File: src/rtl/pid_mc_core.sv
// pid_mc_core: time-multiplexed NCH-channel fixed-point PID sharing one signed multiplier.
// Define PID_MC_DFILT_EN to add a per-channel first-order derivative filter (shift DF_SHIFT).

module pid_mc_chan #(
   parameter int W      = 16,
   parameter int IACC_W = 32
) (
   input  logic              clk,
   input  logic              rst_n,
   input  logic              cfg_we,
   input  logic [1:0]        cfg_sel,
   input  logic [W-1:0]      cfg_data,
   input  logic              clr,
   input  logic              wb,
   input  logic              i_we,
   input  logic [IACC_W-1:0] i_nxt,
   input  logic [W:0]        e_nxt,
`ifdef PID_MC_DFILT_EN
   input  logic [W+1:0]      df_nxt,
   output logic [W+1:0]      df,
`endif
   output logic [W-1:0]      kp,
   output logic [W-1:0]      ki,
   output logic [W-1:0]      kd,
   output logic [IACC_W-1:0] i_acc,
   output logic [W:0]        e_prev
);

   always_ff @(posedge clk or negedge rst_n) begin
      if (!rst_n) begin
         kp <= '0;
         ki <= '0;
         kd <= '0;
      end else if (cfg_we) begin
         case (cfg_sel)
            2'd0:    kp <= cfg_data;
            2'd1:    ki <= cfg_data;
            2'd2:    kd <= cfg_data;
            default: ;
         endcase
      end
   end

   // Clear takes priority over a writeback landing in the same cycle.
   always_ff @(posedge clk or negedge rst_n) begin
      if (!rst_n) begin
         i_acc  <= '0;
         e_prev <= '0;
      end else if (clr) begin
         i_acc  <= '0;
         e_prev <= '0;
      end else if (wb) begin
         e_prev <= e_nxt;
         if (i_we) i_acc <= i_nxt;
      end
   end

`ifdef PID_MC_DFILT_EN
   always_ff @(posedge clk or negedge rst_n) begin
      if (!rst_n)   df <= '0;
      else if (clr) df <= '0;
      else if (wb)  df <= df_nxt;
   end
`endif

endmodule

module pid_mc_core #(
   parameter int                        W         = 16,
   parameter int                        FRAC      = 15,
   parameter int                        IACC_W    = 32,
   parameter int                        NCH       = 4,
   parameter logic signed [IACC_W-1:0]  I_ACC_MAX = 32'sh0FFFFFFF,
   parameter logic signed [IACC_W-1:0]  I_ACC_MIN = -32'sh10000000,
   parameter int                        DF_SHIFT  = 2,
   localparam int                       CH_W      = $clog2(NCH)
) (
   input  logic            clk,
   input  logic            rst_n,
   input  logic            in_valid,
   output logic            in_ready,
   input  logic [CH_W-1:0] in_ch,
   input  logic [W-1:0]    v_in,
   input  logic [W-1:0]    v_ref,
   input  logic            cfg_we,
   input  logic [CH_W-1:0] cfg_ch,
   input  logic [1:0]      cfg_sel,
   input  logic [W-1:0]    cfg_data,
   input  logic            ch_clr,
   input  logic [CH_W-1:0] ch_clr_id,
   output logic            out_valid,
   output logic [CH_W-1:0] out_ch,
   output logic [W-1:0]    u_out,
   output logic            u_sat
);

   localparam int MA_W = (IACC_W > W + 2) ? IACC_W : W + 2;
   localparam int PR_W = MA_W + W;
   localparam int S_W  = PR_W + 2;
   localparam int DW   = W + 2;

   localparam logic signed [S_W-1:0]    S_MAX = {{(S_W-W+1){1'b0}}, {(W-1){1'b1}}};
   localparam logic signed [S_W-1:0]    S_MIN = {{(S_W-W+1){1'b1}}, {(W-1){1'b0}}};
   localparam logic signed [IACC_W:0]   I_HI  = (IACC_W+1)'(I_ACC_MAX);
   localparam logic signed [IACC_W:0]   I_LO  = (IACC_W+1)'(I_ACC_MIN);

   typedef enum logic [2:0] {IDLE, MP, MI, MD, SUM} state_t;

   state_t state, state_nxt;

   logic                         ch_ok, acc, wb;
   logic signed [W:0]            e_in;
   logic [CH_W-1:0]              ch_q;
   logic signed [W:0]            e_q, ep_q;
   logic signed [W-1:0]          kp_q, ki_q, kd_q;
   logic signed [IACC_W-1:0]     ia_q;
   logic signed [PR_W-1:0]       p_q, i_q, d_q;
   logic signed [DW-1:0]         diff, dsel;
   logic signed [MA_W-1:0]       mul_a;
   logic signed [W-1:0]          mul_b;
   logic signed [PR_W-1:0]       mul_p, mul_sh;
   logic signed [S_W-1:0]        s_sum;
   logic                         s_hi, s_lo, sat, aw_hold;
   logic [W-1:0]                 u_n;
   logic signed [IACC_W:0]       i_sum;
   logic [IACC_W-1:0]            i_nxt;

   logic [NCH-1:0][W-1:0]        kp_a, ki_a, kd_a;
   logic [NCH-1:0][IACC_W-1:0]   ia_a;
   logic [NCH-1:0][W:0]          ep_a;

   // Non-power-of-two channel counts leave ids that must be swallowed.
   generate
      if (NCH == (1 << CH_W)) begin : g_ch_full
         assign ch_ok = 1'b1;
      end else begin : g_ch_part
         assign ch_ok = (in_ch < CH_W'(NCH));
      end
   endgenerate

   assign acc  = in_valid && in_ready;
   assign e_in = $signed({v_ref[W-1], v_ref}) - $signed({v_in[W-1], v_in});
   assign wb   = (state == SUM);

   always_ff @(posedge clk or negedge rst_n) begin
      if (!rst_n) state <= IDLE;
      else        state <= state_nxt;
   end

   always_comb begin
      state_nxt = state;
      case (state)
         IDLE:    if (acc && ch_ok) state_nxt = MP;
         MP:      state_nxt = MI;
         MI:      state_nxt = MD;
         MD:      state_nxt = SUM;
         SUM:     state_nxt = IDLE;
         default: state_nxt = IDLE;
      endcase
   end

   // Registered so ready stays low through the first clock after reset.
   always_ff @(posedge clk or negedge rst_n) begin
      if (!rst_n) in_ready <= 1'b0;
      else        in_ready <= (state_nxt == IDLE);
   end

`ifdef PID_MC_DFILT_EN
   logic [NCH-1:0][DW-1:0] df_a;
   logic signed [DW-1:0]   df_q, df_new;
   logic signed [DW:0]     df_err;

   assign df_err = (DW+1)'(diff) - (DW+1)'(df_q);
   assign df_new = df_q + DW'(df_err >>> DF_SHIFT);
   assign dsel   = df_new;

   always_ff @(posedge clk or negedge rst_n) begin
      if (!rst_n)              df_q <= '0;
      else if (acc && ch_ok)   df_q <= df_a[in_ch];
   end
`else
   assign dsel = diff;
`endif

   always_ff @(posedge clk or negedge rst_n) begin
      if (!rst_n) begin
         ch_q <= '0;
         e_q  <= '0;
         ep_q <= '0;
         kp_q <= '0;
         ki_q <= '0;
         kd_q <= '0;
         ia_q <= '0;
      end else if (acc && ch_ok) begin
         ch_q <= in_ch;
         e_q  <= e_in;
         ep_q <= ep_a[in_ch];
         kp_q <= kp_a[in_ch];
         ki_q <= ki_a[in_ch];
         kd_q <= kd_a[in_ch];
         ia_q <= ia_a[in_ch];
      end
   end

   assign diff = DW'(e_q) - DW'(ep_q);

   always_comb begin
      mul_a = '0;
      mul_b = '0;
      case (state)
         MP: begin mul_a = MA_W'(e_q);  mul_b = kp_q; end
         MI: begin mul_a = MA_W'(ia_q); mul_b = ki_q; end
         MD: begin mul_a = MA_W'(dsel); mul_b = kd_q; end
         default: ;
      endcase
   end

   assign mul_p  = PR_W'(mul_a) * PR_W'(mul_b);
   assign mul_sh = mul_p >>> FRAC;

   always_ff @(posedge clk or negedge rst_n) begin
      if (!rst_n) begin
         p_q <= '0;
         i_q <= '0;
         d_q <= '0;
      end else begin
         if (state == MP) p_q <= mul_sh;
         if (state == MI) i_q <= mul_sh;
         if (state == MD) d_q <= mul_sh;
      end
   end

   assign s_sum = S_W'(p_q) + S_W'(i_q) + S_W'(d_q);
   assign s_hi  = (s_sum > S_MAX);
   assign s_lo  = (s_sum < S_MIN);
   assign sat   = s_hi || s_lo;
   assign u_n   = s_hi ? {1'b0, {(W-1){1'b1}}} :
                  s_lo ? {1'b1, {(W-1){1'b0}}} : s_sum[W-1:0];

   // Conditional integration: hold the accumulator while pushing further into saturation.
   assign aw_hold = sat && (e_q[W] == s_sum[S_W-1]);
   assign i_sum   = (IACC_W+1)'(ia_q) + (IACC_W+1)'(e_q);
   assign i_nxt   = (i_sum > I_HI) ? I_ACC_MAX :
                    (i_sum < I_LO) ? I_ACC_MIN : i_sum[IACC_W-1:0];

   always_ff @(posedge clk or negedge rst_n) begin
      if (!rst_n) begin
         out_valid <= 1'b0;
         u_out     <= '0;
         out_ch    <= '0;
         u_sat     <= 1'b0;
      end else begin
         out_valid <= wb;
         if (wb) begin
            u_out  <= u_n;
            out_ch <= ch_q;
            u_sat  <= sat;
         end
      end
   end

   for (genvar c = 0; c < NCH; c++) begin : g_ch
      pid_mc_chan #(.W(W), .IACC_W(IACC_W)) u_ch (
         .clk      (clk),
         .rst_n    (rst_n),
         .cfg_we   (cfg_we && (cfg_ch == CH_W'(c))),
         .cfg_sel  (cfg_sel),
         .cfg_data (cfg_data),
         .clr      (ch_clr && (ch_clr_id == CH_W'(c))),
         .wb       (wb && (ch_q == CH_W'(c))),
         .i_we     (!aw_hold),
         .i_nxt    (i_nxt),
         .e_nxt    (e_q),
`ifdef PID_MC_DFILT_EN
         .df_nxt   (df_new),
         .df       (df_a[c]),
`endif
         .kp       (kp_a[c]),
         .ki       (ki_a[c]),
         .kd       (kd_a[c]),
         .i_acc    (ia_a[c]),
         .e_prev   (ep_a[c])
      );
   end

endmodule

File: config.mk
export PLATFORM = sky130hd
export DESIGN_NAME = pid_mc_core
export DESIGN_NICKNAME = d
export VERILOG_FILES = /design/src/rtl/pid_mc_core.sv
export SDC_FILE = /design/constraint.sdc
export NUM_CORES = 2
export LEC_CHECK = 0
export CAP_MARGIN = 20
export CORE_MARGIN = 2
export CORE_UTILIZATION = 55
export DETAILED_ROUTE_END_ITERATION = 10
export GPL_ROUTABILITY_DRIVEN = 1
export PLACE_DENSITY_LB_ADDON = 0.12
export RECOVER_POWER = 100
export SLEW_MARGIN = 15
export SYNTH_ARGS = -nofsm -noshare
export SYNTH_HDL_FRONTEND = slang
export SYNTH_SLANG_ARGS = --single-unit
File: constraint.sdc
create_clock -name clk -period 14.6 [get_ports clk]
set_input_delay 2.92 -clock clk [delete_from_list [all_inputs] [get_ports clk]]
set_output_delay 2.92 -clock clk [all_outputs]
set_load 0.005 [all_outputs]
# After elaboration in Yosys (flattened, before gate mapping)
# Index checks and enable logic that the tools add are counted.
[word_totals] word_cells=143 out_inout_bits=21 reg_bits=627 input_bits=61
[op_classes] mul=1 n_reduce_logical=41 n_eq_ne=20 muxes=35 add_sub_neg=5 n_lt_le_gt_ge=5
[ops] op="2-to-1 mux 32 bit" count=12
[ops] op="2-to-1 mux 17 bit" count=9
[ops] op="binary-select mux 16 bit (select 2 bit)" count=3
[ops] op="one-hot mux 32 bit (3 select lines)" count=1
[ops] op="2-to-1 mux 16 bit" count=5
[ops] op="binary-select mux 32 bit (select 2 bit)" count=1
[ops] op="multiplier 32 x 16 -> 48 bit" count=1
[ops] op="one-hot mux 16 bit (3 select lines)" count=1
[ops] op="adder 34 x 33 -> 35 bit" count=1
[ops] op="greater-than comparator 35 x 16 -> 1 bit (second input constant)" count=1
[ops] op="< comparator 35 x 16 -> 1 bit (second input constant)" count=1
[ops] op="adder 33 x 33 -> 34 bit" count=1
[ops] op="binary-select mux 17 bit (select 2 bit)" count=1
[ops] op="adder 32 x 17 -> 33 bit" count=1
[ops] op="greater-than comparator 33 x 29 -> 1 bit (second input constant)" count=1
[ops] op="< comparator 33 x 29 -> 1 bit (second input constant)" count=1
[ops] op="AND reduction 2 bit" count=16
[ops] op="subtractor 17 x 17 -> 18 bit" count=1
[ops] op="subtractor 16 x 16 -> 17 bit" count=1
[ops] op="equality test 2 bit (second input constant)" count=7
[ops] op="logical AND 1 bit" count=14
[ops] op="one-hot mux 3 bit (4 select lines)" count=1
[ops] op="equality test 2 x 1 -> 1 bit (second input constant)" count=4
[ops] op="zero test 2 bit" count=4
[ops] op="10 further kinds" count=18

# Depth between registers and ports, before layout
[depth] depth_word=8 ltp_mapped=40 ltp_nobuf=39

# Modules after synthesis
# From an unflattened synthesis, not the netlist that was laid out.
[unflattened] hier_cells=4971 area_unflattened_um2=51107.8
[by_module_without_submodules] mod="pid_mc_core" cells_per_inst=3763 area_per_inst_um2=35107.4 seq_area_each_um2=5980.7 n_inst=1
[by_module_without_submodules] mod="pid_mc_chan" cells_per_inst=302 area_per_inst_um2=4000.1 seq_area_each_um2=2427.3 n_inst=4

# Worst setup path after synthesis
# OpenSTA, ideal clock, no wires.
[synth_timing] path_kind="flip-flop to flip-flop" start="register e_q[1]" end="register p_q[25]" setup_ps=134 t_arrival_ps=8495 synth_period_minus_slack_ps=8630 setup_slack_ps=5970 required_time_ps=14466 path_stages_with_launch=38 path_buffers=1 cell_sequence="dfrtp_1 -> clkbuf_1 -> inv_1 -> fa_1 -> nor2b_1 -> o21ai_0 -> a21boi_0 -> o21ai_0 -> a21boi_0 -> o2111ai_1 -> a311oi_1 -> o21ai_0 -> a211oi_1 -> o211a_1 -> nor2_1 -> fa_1 -> inv_1 -> fa_1 -> (+2 left out) -> inv_1 -> fa_1 -> inv_1 -> fa_1 -> fa_1 -> ha_1 -> o21a_1 -> o211ai_1 -> o21ai_0 -> o31ai_1 -> a31o_2 -> o21ai_1 -> a21o_1 -> a21oi_1 -> o21bai_1 -> a21oi_1 -> xor2_1 -> o21ai_0"
[synth_between] elab_chain_cells=3
[synth_rtl] element="from (decl)" line_no="114" text="logic signed [W:0] e_q, ep_q;"
[synth_rtl] element="from (signal assigned)" line_no="196" text="e_q <= e_in;"
[synth_rtl] element="subtractor 17 x 17 -> 18 bit" line_no="205" text="assign diff = DW'(e_q) - DW'(ep_q);"
[synth_rtl] element="one-hot mux 32 bit (3 select lines) *" line_no="210" text="case (state)"
[synth_rtl] element="multiplier 32 x 16 -> 48 bit *" line_no="218" text="assign mul_p = PR_W'(mul_a) * PR_W'(mul_b);"
[synth_rtl] element="to (signal assigned)" line_no="227" text="if (state == MP) p_q <= mul_sh;"
[synth_rtl] element="to (decl)" line_no="117" text="logic signed [PR_W-1:0] p_q, i_q, d_q;"
# Mark *: on every way between the ends. The rest lies on a longest branch, timed or not.
# A chain may end at the register's enable or synchronous reset.

# Worst setup path in the final report
[layout_timing] start="register state[2]" end="register, netlist name d_q[32]"
[layout_between] elab_chain_cells=3 elab_cells_between_ends=6 cone_classes="mul (1); eq/ne (3); mux (2)"
[layout_rtl] element="from (decl)" line_no="109" text="state_t state, state_nxt;"
[layout_rtl] element="from (signal assigned)" line_no="147" text="else state <= state_nxt;"
[layout_rtl] element="equality test 3 x 2 -> 1 bit (tied with other cells)" line_no="210, 229"
[layout_rtl] element="one-hot mux 32 bit (3 select lines) or one-hot mux 16 bit (3 select lines) (tied branches)" line_no="210"
[layout_rtl] element="multiplier 32 x 16 -> 48 bit" line_no="218"
# Several ways; a longest one is shown, not always the timed one.

==> impl_metrics.py <==
metrics = {
    "outcome": {
        "status": "finished with violations",
        "violations": "max-capacitance violations, max-slew violations",
    },
    "route": {
        "first_pass_iters": 7,
        "drt-total-wl_mm": 132.5,
        "routed-via-count": 35870,
        "routed_via_density": 5.897,
        "initialDrtViolationCount": 2888,
        "ant_nets": 0,
        "drc_errors": 0,
        "routedWlPerCell_um": 21.78,
    },
    "critical_path": {
        "arrival_ns": 12.01,
        "critPathMaxFanout": 29,
        "r2r-end": "d_q[32]",
        "crit_type": "flop to flop",
        "worstRegToRegCells": 27,
        "endpoint_kind": "flop",
        "required_ns": 15.08,
        "ff2ff_setup_slack_ns": 3.07,
        "r2r_start": "state[2]",
        "startpoint_type": "flop",
    },
    "yosys": {
        "synthesis.nets": 5683,
        "yosys.cell_types.count": 87,
        "ys.flop_type": "dfrtp_1",
        "synth_area_leaders": "dfrtp_1 32%, fa_1 21%, mux2_2 6.6%",
        "synth_edf_count": 0,
        "synthArstFlopShare_pct": 100.0,
        "synth_area_leader_cell": "dfrtp_1",
        "ys_ff_latch": 627,
        "syn_inst": 4891,
        "yosysWarnings": 0,
        "synthesis.area_um2": 49500,
        "syn_area_per_cell_um2": 10.12,
        "synth.top_cell.area_share_pct": 31.70,
        "ys_seq_area_share_pct": 31.70,
    },
    "cells_and_area": {
        "diodes": 0,
        "layout.filler_cells": 7716,
        "area_delta_synth_final_pct": 8.278,
        "nets": 5643,
        "drive_above_1_share_pct": 12.66,
    },
    "die": {
        "coreArea_um2": 89600,
        "ioPinCount": 82,
        "die_area_um2": 92420,
        "die_y_um": 304.0,
        "initial_core_util_pct": 55.25,
        "die_x_um": 304.0,
        "rows": 110,
    },
    "timing": {
        "max_freq_mhz": 86.70,
        "finalWorstSetupSlack_ns": 3.066,
        "rsz0062_at_grt": "false",
        "fin_crit_ns": 11.53,
        "final.setup.tns_ns": 0,
        "tightest_slew_ns": 5.388,
        "setup_viol_count_final": 0,
        "hold_viol_final": 0,
        "slew_violations": 893,
        "fin_worst_skew_ns": 0.04938,
        "min_period_over_period_pct": 79.00,
        "relSlewSlack_pct": -259.2,
    },
    "placement": {
        "dp_slack_ns": 4.707,
        "port_buffers": 81,
        "dp_hpwl_mm": 95.96,
        "place.gp.congestion": 0.9104,
    },
    "hold_path": {
        "min_to": "i_q[1]",
        "hp-class": "flop to flop",
        "worstHoldStart": "i_q[1]",
        "holdPathStages": 2,
    },
    "pwr": {
        "p_per_area_nw_per_um2": 258.7,
        "cellLeakagePower_nw": 25.02,
        "vdd_drop_max_mv": 0.1418,
    },
    "clock_network": {
        "htree_levels": 3,
        "cts_buffers": 73,
        "cts.path.max_buffers": 3,
        "clock_sinks": 627,
        "cts-root-buf": "clkbuf_16",
        "tritoncts": "built",
        "clk_pin_slew_ns": 0.06,
        "postCtsHoldBufs": 0,
        "clk_latency_ns": 0.66,
        "ctsResizeCount": 0,
        "postCtsSetupBuffers": 0,
    },
    "global_route": {
        "grt_pass1_wl_mm": 212.5,
        "antenna_found_initial": 3,
        "grt_max_degree": 169,
        "grt_pass1_vias": 37270,
        "grt_usage_pct": 29.34,
        "grt.overflow.total": 0,
    },
    "job": {
        "cap_violations": 16,
    },
}
## registers in the layout, summed over array words and instances, names as in the netlist, 3 cells and up
signal / flops
d_q: 33
e_q: 17
ep_q: 17
g_ch.u_ch.e_prev: 68
g_ch.u_ch.i_acc: 128
g_ch.u_ch.kd: 64
g_ch.u_ch.ki: 64
g_ch.u_ch.kp: 64
i_q: 33
ia_q: 32
kd_q: 16
ki_q: 16
kp_q: 16
p_q: 33
state: 3
u_out: 16
## cell usage after synthesis, types with 5 or more instances
master    instances
nand2_1         748
dfrtp_1         627
inv_1           579
fa_1            522
nor2_1          337
mux2_2          292
a21oi_1         286
clkbuf_1        218
o21ai_0         216
ha_1            209
a211oi_1        103
mux4_2           97
xnor2_1          64
a21o_1           45
xor2_1           40
and2_1           39
o21a_1           31
nor3_1           30
nand3_1          29
nand2b_1         25
buf_1            21
or2_2            21
a221oi_2         20
and3_1           19
nor2b_1          19
nand4_1          17
a31oi_1          16
buf_2            15
a22oi_1          14
or3_1            14
buf_4            12
o31ai_1          11
a21boi_0          9
a221oi_1          9
nand3b_1          8
o211ai_1          8
nor4_1            7
o21bai_1          7
a211o_1           6
a221o_1           5
a31o_2            5
nor3b_1           5
o21ai_1           5
## per-stage QoR
stage / total power [mW] / area, um^2 / util [%] / std cells / hold WS [ns]
finish: 13.87 / 53600 / 59.82 / 6082 / 0.4832
detailed placement: 12.00 / 51370 / 57.33 / 5952 / 0.4733
global placement: 11.81 / 51370 / 57.33 / 5952 / 0.4636
global route: 15.17 / 53600 / 59.82 / 6082 / 0.5104
CTS: 13.92 / 53850 / 60.11 / 6082 / 0.4852
floorplan: 9.397 / 49500 / - / 4891 / 0.4498
## metal layers
metal / GRT usage, % / vias up / routed length (um)
met5: 0 / - / 25
met2: 46.13 / 1174 / 60030
met3: 5.230 / 229 / 9414
li1: - / 16090 / -
met4: 8.203 / 4 / 3793
met1: 42.18 / 18370 / 59230
## how the worst max path moves through the flow
stage	end	from
floorplan	p_q[25]	e_q[1]
global placement	d_q[25]	e_q[0]
detailed placement	d_q[25]	e_q[1]
CTS	d_q[25]	e_q[1]
global route	d_q[32]	state[2]
finish	d_q[32]	state[2]
## critical path: stages (launching register included)
cell,delay (ns)
dfrtp_1,0.34
clkbuf_1,1.31
inv_1,1.05
and2_0,0.62
a22oi_1,0.37
a21boi_0,1.02
nor2_1,0.18
fa_1,0.55
fa_1,0.54
inv_1,0.05
fa_1,0.48
fa_1,0.54
inv_1,0.05
fa_1,0.49
fa_1,0.42
ha_1,0.35
nand4_1,0.13
nor2_1,0.15
nand2_1,0.07
or4_1,0.58
a31o_1,0.33
o21ai_0,0.48
a21o_1,0.28
a21oi_1,0.16
o21ai_0,0.31
a21oi_1,0.14
xnor2_1,0.23
o21ai_0,0.11
## layout by cell type, fill, tap and decap left out, types with 25 or more instances in the layout
cell type          n
nand2_1          746
dfrtp_1          626
inv_1            579
fa_1             522
nor2_1           331
mux2_2           292
a21oi_1          283
o21ai_0          219
ha_1             209
a211oi_1         104
mux4_2            97
clkbuf_16         73
xnor2_1           64
clkdlybuf4s50_1   52
buf_4             50
a21o_1            45
xor2_1            40
and2_1            37
clkbuf_1          32
o21a_1            31
nor3_1            29
nand3_1           29
a221oi_1          28
dlygate4sd3_1     26
nand2b_1          25
## cell families (layout without fill, tap and decap cells)
family / Yosys count / after routing / synth area share, %
AND/OR/NAND/NOR: 1339 / 1339 / 11.45
XOR/XNOR: 104 / 104 / 1.840
multiplexers: 394 / 394 / 11.17
buffers and inverters: 850 / 865 / 6.620
adder cells (fa/ha/maj): 731 / 731 / 26.39
AO/OA/AOI/OAI: 846 / 846 / 10.83
flip-flops: 627 / 627 / 31.70
## cell type report
cell class	count	area [um^2]	area share, %
Clock buffer	101	2122	3.959
Clock inverter	29	361.6	0.6746
Inverter	581	2181	4.069
Multi-Input combinational cell	3414	30490	56.89
Sequential cell	627	15690	29.28
Tap cell	1176	1471	2.745
Timing Repair Buffer	154	1279	2.386
## report_power, final
group          internal, mW  switching [mW]  total, mW
Clock                  1.10           0.776       1.88
Sequential             2.32           0.433       2.75
Combinational          3.51            5.73       9.24
Total                  6.93            6.94       13.9
Power figures use the tool's default switching activity.
